==> src/rtl/fare_account_responder.sv <==
// rtl/fare_account_responder.sv - fare gate tap responder with on-chip card account table
// Optional feature macro: FARE_CONCESSION_EN (per-card half-fare concession bit and write port).
module fare_account_responder #(
  parameter int NUM_CARDS     = 16,
  parameter int ID_W          = 4,
  parameter int BAL_W         = 12,
  parameter int FARE          = 300,
  parameter int INIT_BAL      = 0,
  parameter int DEBIT_TIMEOUT = 8
) (
  input  logic             clk,
  input  logic             rst_n,
  input  logic             nfc,
  input  logic [ID_W-1:0]  card_id,
  input  logic             reduce_bal,
  output logic             resp_valid,
  output logic             card_active,
  output logic             fund_enough,
  output logic             debit_done,
  output logic             busy,
  input  logic             topup_valid,
  input  logic [ID_W-1:0]  topup_id,
  input  logic [BAL_W-1:0] topup_amt,
`ifdef FARE_CONCESSION_EN
  input  logic             conc_valid,
  input  logic [ID_W-1:0]  conc_id,
  input  logic             conc_val,
`endif
  input  logic             act_valid,
  input  logic [ID_W-1:0]  act_id,
  input  logic             act_val
);

  typedef enum logic [2:0] {
    S_IDLE,
    S_LOOKUP,
    S_RESPOND,
    S_WAIT_DEBIT,
    S_DEBIT
  } state_t;

  localparam int               CNT_W   = $clog2(DEBIT_TIMEOUT + 1);
  localparam logic [BAL_W-1:0] FARE_V  = BAL_W'(FARE);
  localparam logic [BAL_W-1:0] INIT_V  = BAL_W'(INIT_BAL);
  localparam logic [BAL_W-1:0] SAT_MAX = '1;

  state_t                 state;
  state_t                 state_nxt;
  logic [ID_W-1:0]        id_q;
  logic [CNT_W-1:0]       cnt_q;
  logic [BAL_W-1:0]       fare_q;
  logic [BAL_W-1:0]       tap_fare;
  logic [BAL_W-1:0]       bal_mem [NUM_CARDS];
  logic [NUM_CARDS-1:0]   act_mem;
`ifdef FARE_CONCESSION_EN
  logic [NUM_CARDS-1:0]   conc_mem;
`endif

  // Balance never drops below the fare between LOOKUP and DEBIT, so the
  // subtraction cannot wrap; only the top-up side can overflow.
  function automatic logic [BAL_W-1:0] sat_update(input logic [BAL_W-1:0] bal,
                                                  input logic [BAL_W-1:0] sub,
                                                  input logic [BAL_W-1:0] add);
    logic [BAL_W:0] sum;
    sum = {1'b0, bal} - {1'b0, sub} + {1'b0, add};
    return sum[BAL_W] ? SAT_MAX : sum[BAL_W-1:0];
  endfunction

  always_comb begin
    tap_fare = FARE_V;
`ifdef FARE_CONCESSION_EN
    if (conc_mem[id_q]) tap_fare = FARE_V >> 1;
`endif
  end

  always_comb begin
    state_nxt = state;
    case (state)
      S_IDLE:       if (nfc) state_nxt = S_LOOKUP;
      S_LOOKUP:     state_nxt = S_RESPOND;
      S_RESPOND:    state_nxt = (card_active && fund_enough) ? S_WAIT_DEBIT : S_IDLE;
      S_WAIT_DEBIT: begin
        if (reduce_bal)
          state_nxt = S_DEBIT;
        else if (cnt_q == CNT_W'(DEBIT_TIMEOUT - 1))
          state_nxt = S_IDLE;
      end
      S_DEBIT:      state_nxt = S_IDLE;
      default:      state_nxt = S_IDLE;
    endcase
  end

  always_ff @(posedge clk or negedge rst_n) begin
    if (!rst_n) begin
      state       <= S_IDLE;
      id_q        <= '0;
      cnt_q       <= '0;
      fare_q      <= '0;
      resp_valid  <= 1'b0;
      card_active <= 1'b0;
      fund_enough <= 1'b0;
      debit_done  <= 1'b0;
      busy        <= 1'b0;
    end else begin
      state      <= state_nxt;
      busy       <= (state_nxt != S_IDLE);
      resp_valid <= (state == S_RESPOND);
      debit_done <= (state == S_DEBIT);
      cnt_q      <= (state == S_WAIT_DEBIT) ? cnt_q + CNT_W'(1) : '0;
      if (state == S_IDLE && nfc)
        id_q <= card_id;
      // The fare is latched so a later concession change cannot alter the debit.
      if (state == S_LOOKUP) begin
        card_active <= act_mem[id_q];
        fund_enough <= (bal_mem[id_q] >= tap_fare);
        fare_q      <= tap_fare;
      end
    end
  end

  always_ff @(posedge clk or negedge rst_n) begin
    if (!rst_n) begin
      for (int i = 0; i < NUM_CARDS; i++)
        bal_mem[i] <= INIT_V;
      act_mem <= '0;
`ifdef FARE_CONCESSION_EN
      conc_mem <= '0;
`endif
    end else begin
      for (int i = 0; i < NUM_CARDS; i++) begin
        if ((state == S_DEBIT && id_q == ID_W'(i)) || (topup_valid && topup_id == ID_W'(i)))
          bal_mem[i] <= sat_update(bal_mem[i],
                                   (state == S_DEBIT && id_q == ID_W'(i)) ? fare_q : '0,
                                   (topup_valid && topup_id == ID_W'(i)) ? topup_amt : '0);
      end
      if (act_valid)
        act_mem[act_id] <= act_val;
`ifdef FARE_CONCESSION_EN
      if (conc_valid)
        conc_mem[conc_id] <= conc_val;
`endif
    end
  end

endmodule

==> config.mk <==
export PLATFORM = sky130hd
export DESIGN_NAME = fare_account_responder
export DESIGN_NICKNAME = d
export VERILOG_FILES = /design/src/rtl/fare_account_responder.sv
export SDC_FILE = /design/constraint.sdc
export NUM_CORES = 1
export LEC_CHECK = 0
export ABC_AREA = 1
export CORE_ASPECT_RATIO = 1.25
export CORE_UTILIZATION = 50
export DETAILED_ROUTE_END_ITERATION = 7
export DONT_BUFFER_PORTS = 1
export PLACE_DENSITY = 0.65
export SYNTH_ARGS = -nofsm -noshare
export SYNTH_HDL_FRONTEND = slang
export SYNTH_SLANG_ARGS = --single-unit
export TNS_END_PERCENT = 30
==> constraint.sdc <==
create_clock -name clk -period 7.3 [get_ports clk]
set_clock_uncertainty 0.05 [all_clocks]
set_input_delay 1.825 -clock clk [delete_from_list [all_inputs] [get_ports clk]]
set_output_delay 1.825 -clock clk [all_outputs]
set_load 0.005 [all_outputs]
# After elaboration in Yosys (flattened, before gate mapping)
# Index checks and enable logic that the tools add are counted.
[op_classes] n_reduce_logical=55 shift=0 div_mod_pow=0 n_eq_ne=35 bitwise=1 addsub=33 order_cmp=5 mux=62 multipliers=0
[ops] op="12-bit 2-to-1 mux" n=34
[ops] op="13-bit by 12-bit adder with 13-bit output" n=16
[ops] op="12-bit by 9-bit subtractor with 13-bit output" n=16
[ops] op="9-bit 2-to-1 mux" n=16
[ops] op="4-bit == test (second input constant)" n=16
[ops] op="12-bit binary-select mux with 4-bit select" n=1
[ops] op="4-bit by 3-bit == test with 1-bit output (second input constant)" n=9
[ops] op="1-bit logical AND" n=35
[ops] op="16-bit bitwise mux" n=1
[ops] op="4-bit by 2-bit == test with 1-bit output (second input constant)" n=4
[ops] op="1-bit logical OR" n=16
[ops] op="12-bit by 9-bit greater-or-equal comparator with 1-bit output (second input constant)" n=1
[ops] op="3-bit case mux with 4 select lines" n=1
[ops] op="4-bit by 5-bit less-than comparator with 1-bit output (second input constant)" n=2
[ops] op="3-bit 2-to-1 mux" n=3
[ops] op="4-bit by 1-bit == test with 1-bit output (second input constant)" n=2
[ops] op="4-bit zero test" n=2
[ops] op="3-bit by 2-bit == test with 1-bit output (second input constant)" n=2
[ops] op="5-bit greater-or-equal comparator (second input constant)" n=1
[ops] op="4-bit NOT with 5-bit output" n=1
[ops] op="4-bit by 1-bit adder with 4-bit output (second input constant)" n=1
[ops] op="1-bit binary-select mux with 4-bit select" n=1
[ops] op="1-bit demux with 4-bit select" n=1
[ops] op="4-bit by 1-bit greater-or-equal comparator with 1-bit output (second input constant)" n=1
[ops] op="other kinds (7)" n=8
[totals] out_inout_bits=5 input_bits=31 romBits=0 latch_bits=0 wordCells=217 ram_bits=0 memories=0 ff_bits=225

# Logic depth before layout (Yosys ltp)
[logic_depth] word_depth=6 ltp_mapped=22 depth_no_buf=21

# Least setup slack after synthesis
# Ideal clock, no wire load.
[synth_path] kind="input port to flip-flop" start="input topup_valid" end="register bal_mem[0] (netlist bit)" path_slack_ns=2.599 setup_time_ns=0.119 path_buffers=1 arrival_time_ns=4.531 required_time_ns=7.131 stages=20 cell_sequence="inv_1 > nor3_1 > inv_1 > nor2_1 > clkbuf_1 > nand2_1 > fa_1 > inv_1 > ha_1 > nand3b_1 > nand2_1 > inv_1 > o21ai_1 > nand2_1 > nand2_1 > nand2_1 > nand2_1 > nand2_1 > o22ai_1 > inv_1"
[synth_via] elab_chain_len=4 elab_cells_between_ends=5 cone_classes="add/sub (1); mux (2); reduce/logical (2)"
[synth_rtl] element="from (decl)" line="21" source="input logic topup_valid,"
[synth_rtl] element="1-bit logical AND (*)" line="131, 134"
[synth_rtl] element="12-bit 2-to-1 mux" line="134" source="(topup_valid && topup_id == ID_W'(i)) ? topup_amt : '0);"
[synth_rtl] element="13-bit by 12-bit adder with 13-bit output" line="65" source="sum = {1'b0, bal} - {1'b0, sub} + {1'b0, add};"
[synth_rtl] element="12-bit 2-to-1 mux" line="66" source="return sum[BAL_W] ? SAT_MAX : sum[BAL_W-1:0];"
[synth_rtl] element="to (signal, indexed assignment)" line="132" source="bal_mem[i] <= sat_update(bal_mem[i],"
[synth_rtl] element="to (decl)" line="53" source="logic [BAL_W-1:0] bal_mem [NUM_CARDS];"
# Mark *: on every way between the ends. The rest lies on a longest branch, timed or not.
# A chain may end at the register's enable or synchronous reset.

# Final worst setup path
[layout_path] start="register id_q[0]" end="register bal_mem[157] (netlist bit)"
[layout_via] elab_chain_len=6 elab_cells_between_ends=7 cone_classes="add/sub (2); eq/ne (1); mux (2); reduce/logical (2)"
[layout_rtl] element="from (decl)" line="49" source="logic [ID_W-1:0] id_q;"
[layout_rtl] element="from (signal assigned)" line="111" source="id_q <= card_id;"
[layout_rtl] element="4-bit by 2-bit == test with 1-bit output (*)" line="131, 133"
[layout_rtl] element="1-bit logical AND (*)" line="131, 133"
[layout_rtl] element="9-bit 2-to-1 mux" line="133" source="(state == S_DEBIT && id_q == ID_W'(i)) ? fare_q : '0,"
[layout_rtl] element="12-bit by 9-bit subtractor with 13-bit output" line="65"
[layout_rtl] element="13-bit by 12-bit adder with 13-bit output" line="65"
[layout_rtl] element="12-bit 2-to-1 mux" line="66"
# Marked as above.

==> PnR_summary.wiki <==
{| class="wikitable"
! Metric !! Value
|-
| Run status || complete, no violations
|-
| EDFF count, synth || 0
|-
| Count of unresolved DRC violations after routing || 0
|-
| CP Max Fanout || 38
|-
| Synth Flop Type || dfrtp_1
|-
| Number of register bits inferred by synthesis || between 200 and 250
|-
| Category of the critical setup timing path || flop to flop
|-
| Root buffer selected by CTS || clkbuf_16
|-
| Count of instances resized after the clock tree is built || 0
|-
| Wire length per cell after detailed routing || about 17 µm
|-
| Mean number of vias per cell || 5.337
|-
| All-layer global routing usage || between 20% and 30%
|-
| Int Power || 0.005973 W
|-
| Utilization of the core after routing || a little over half
|-
| Cell-by-cell listing of the critical path || inv_2 > nand2_2 > nor2_2 > nand2_1 > nor2_1 > fa_1 > inv_1 > ha_1 > a21oi_1 > o21a_1 > o21ai_1 > nand2_1 > nand2_1 > nand2_1 > nand2_1 > nor2_1 > nand2_1 > o21ai_0 > inv_1
|-
| Placement row count || 88
|-
| Setup-violating endpoint count in the final report || 0
|-
| Cells after synthesis || approximately 3,500
|-
| Hold WC Path Type || flop to flop
|-
| F_max || around 180 MHz
|-
| Total via count in the routed design || roughly 22,000
|-
| Final antenna diode count || 0
|-
| Net switching share of the total power || 51.40%
|-
| Layout cells sized above 1 || between 2 and 2.5%
|-
| Number of iterations in the first detailed-routing pass || 5
|-
| Number of input and output port buffers inserted || 0
|-
| Layout Nets || 3,820
|-
| Effective utilization at floorplan || 50.83%
|-
| Relative slew slack || ~18%
|-
| Slew of the pin with the lowest slew margin || 1.236 ns
|-
| Launching element type of the critical path || flop
|-
| Number of sinks handled by clock tree synthesis || 225
|-
| Clock edge transition at the registers on the reported setup and hold paths || about 0.060 ns
|-
| Net Sw Power || between 0.006 and 0.007 W
|-
| Ys async rst share || 100.0%
|-
| Clock tree buffer depth || 3
|-
| Final period utilization || between 70 and 80%
|-
| Cell taking the most area after synthesis || dfrtp_1
|-
| Peak supply drop || roughly 280 µV
|-
| Initial antenna violation count || 0
|-
| Mapped Avg Cell Area || approximately 7 µm²
|-
| Unrepaired setup endpoints after global routing || false
|-
| Final weighted congestion of routability-driven global placement || 0.9353
|-
| Worst path slowest cell || inv_2
|-
| Number of different library cells in the post-synthesis netlist || 34
|-
| Largest net degree at the start of global routing || between 200 and 250
|-
| Clock tree from TritonCTS || done
|-
| Dpl hpwl || 50,180 µm
|-
| Sort of element at the end of the critical path || flop
|-
| Area growth, synth to finish || 6.180%
|-
| Leakage power summed over all cells || between 10 and 15 nW
|-
| Non-filler cells, final || a little over 4,000
|-
| Height of the chip || around 240 µm
|-
| # H-tree levels || 1
|-
| Max stage delay on crit path || roughly 0.73 ns
|-
| Share of total power in the clock network || ~13%
|-
| Total power per unit cell area || between 400 and 500 mW/mm²
|-
| Clock latency at the later pin of the worst-skew pair || between 0.5 and 0.6 ns
|-
| Area share of the largest cell type after synthesis || 23.89%
|-
| Global-route wire length before repair || about 110,000 µm
|-
| Number of slew-limit violations in the final report || 0
|-
| Portion of total power attributed to combinational logic || 70.7%
|-
| Synth warnings || 0
|-
| Die width || approximately 200 µm
|-
| Total of max-cap violations || 0
|-
| Register cell area after layout || roughly 0.0056 mm²
|-
| Area of the core || roughly 0.046 mm²
|-
| Filler Cell Count || between 4,000 and 5,000
|-
| Final wirelength || just under 70,000 µm
|-
| Arrival time of the worst setup path || between 6 and 7 ns
|-
| Sequential-to-total area share from yosys stat || around a quarter
|-
| Number of global-route vias before repair || roughly 22,000
|-
| Post-synth design cell area || approximately 0.024 mm²
|-
| Number of hold buffers added after cts || 0
|-
| Placed Cells || between 4,000 and 5,000
|-
| Post-Synthesis Net Count || 3,861
|-
| GRT overflow || 0
|-
| Setup TNS Final || 0 ns
|-
| Most used cell along the critical path || nand2_1
|-
| Multi-input combinational cell area || 0.01459 mm²
|-
| Antenna-violating nets left || 0
|-
| Top-level I/O count || 36
|-
| DIE AREA || approximately 0.048 mm²
|-
| Min cycle time layout || 5.641 ns
|-
| Share of power burned in registers || between 10% and 20%
|-
| TritonCTS buffer count || 28
|-
| Number of buffers added for setup after CTS || 0
|-
| Number of violations reported at the end of detailed-routing iteration 0 || 1,213
|-
| Worst path required time || around 7.7 ns
|-
| Synth cell count leaders || nand2_1 (876), inv_1 (772), ha_1 (305), nor2_1 (294), dfrtp_1 (225)
|-
| Count of final hold-check violations || 0
|-
| Cell types with the largest area share after synthesis || dfrtp_1 (24%), ha_1 (16%), nand2_1 (14%), inv_1 (12%), fa_1 (5.4%)
|-
| Most frequently used cell type in the post-synthesis netlist || nand2_1
|-
| Tightest hold margin || roughly 0.42 ns
|}
routing by layer:
metal	wire length (µm)	track usage [%]	part of all wire [%]
met4	3088	12.41	4.5
met2	32930	51.90	48
met1	28870	34.92	42
met5	0	0	0
met3	3734	3.806	5.4
registers in the layout (all words and copies together), names as in the netlist:
signal,cells
state,3
resp_valid,1
id_q,4
card_active,1
act_mem,16
cnt_q,4
busy,1
debit_done,1
fund_enough,1
fare_q,1
bal_mem,192
power groups by stage:
stage	logic, W	clock network [W]	registers, W
2_1_floorplan	0.00685	0	0.00192
3_3_place_gp	0.00836	0	0.00205
3_5_place_dp	0.00858	0	0.00206
4_1_cts	0.00864	0.00157	0.00204
5_1_grt	0.00988	0.00161	0.00210
6_report	0.00869	0.00155	0.00205
layout by cell type, fill, tap and decap left out, drive strengths merged:
| master | n |
|---|---|
| a21boi | 2 |
| a21o | 1 |
| a21oi | 221 |
| a22oi | 24 |
| a2bb2oi | 1 |
| a31oi | 56 |
| buf | 12 |
| bufinv | 4 |
| clkbuf | 39 |
| clkinv | 6 |
| clkinvlp | 3 |
| dfrtp | 225 |
| fa | 64 |
| ha | 305 |
| inv | 777 |
| nand2 | 887 |
| nand3 | 106 |
| nand3b | 17 |
| nand4 | 18 |
| nor2 | 298 |
| nor3 | 38 |
| o21a | 16 |
| o21ai | 101 |
| o21bai | 32 |
| o22ai | 60 |
| xnor2 | 94 |
| xor2 | 34 |
path summary, 6_finish.rpt:
kind | endpoint | cells past startpoint | slack, ns | from
worst max-delay path | bal_mem[157] | 19 | 1.66 | id_q[0]
worst min-delay path | cnt_q[0] | 1 | 0.42 | cnt_q[0]
worst max register to register | bal_mem[157] | 19 | 1.66 | id_q[0]
worst min register to register | cnt_q[0] | 1 | 0.42 | cnt_q[0]
max in group asynchronous | bal_mem[169] | 0 | 5.77 | rst_n
min in group asynchronous | bal_mem[45] | 0 | 0.90 | rst_n
critical path: cells and delay by family, from the launching register on:
kind / cells / cell delay [ns]
compound gates: 4 / 0.62
fa+ha+maj: 2 / 0.78
buf+inv: 3 / 0.86
flops: 1 / 0.70
simple gates: 10 / 2.49
through the flow:
stage               setup slack [ns]  total power (W)  area, µm²
finish                         1.659          0.01229      25020
CTS                            1.751          0.01224      25020
global placement               1.541          0.01041      24020
global route                   1.348          0.01359      25020
detailed placement             1.457          0.01064      24020
floorplan                      2.599         0.008771      23560
logic make-up after synthesis:
| group | Yosys count | synth area share (%) |
|---|---|---|
| AND/OR/NAND/NOR | 1364 | 23.16 |
| buffers and inverters | 861 | 14.21 |
| AO/OA/AOI/OAI | 514 | 12.35 |
| adder cells (fa/ha/maj) | 369 | 21.63 |
| flip-flops | 225 | 23.89 |
| XOR/XNOR | 128 | 4.758 |
cell type report:
class,count,share of cell area (%)
clock buffers,39,3.331
flip-flops and latches,225,22.51
inverters,778,11.68
repair buffers,12,0.3601
multi-input cells,2375,58.30
clock inverters,12,0.6701
well taps,630,3.150
Note: power is estimated with default switching activity, not from simulation.
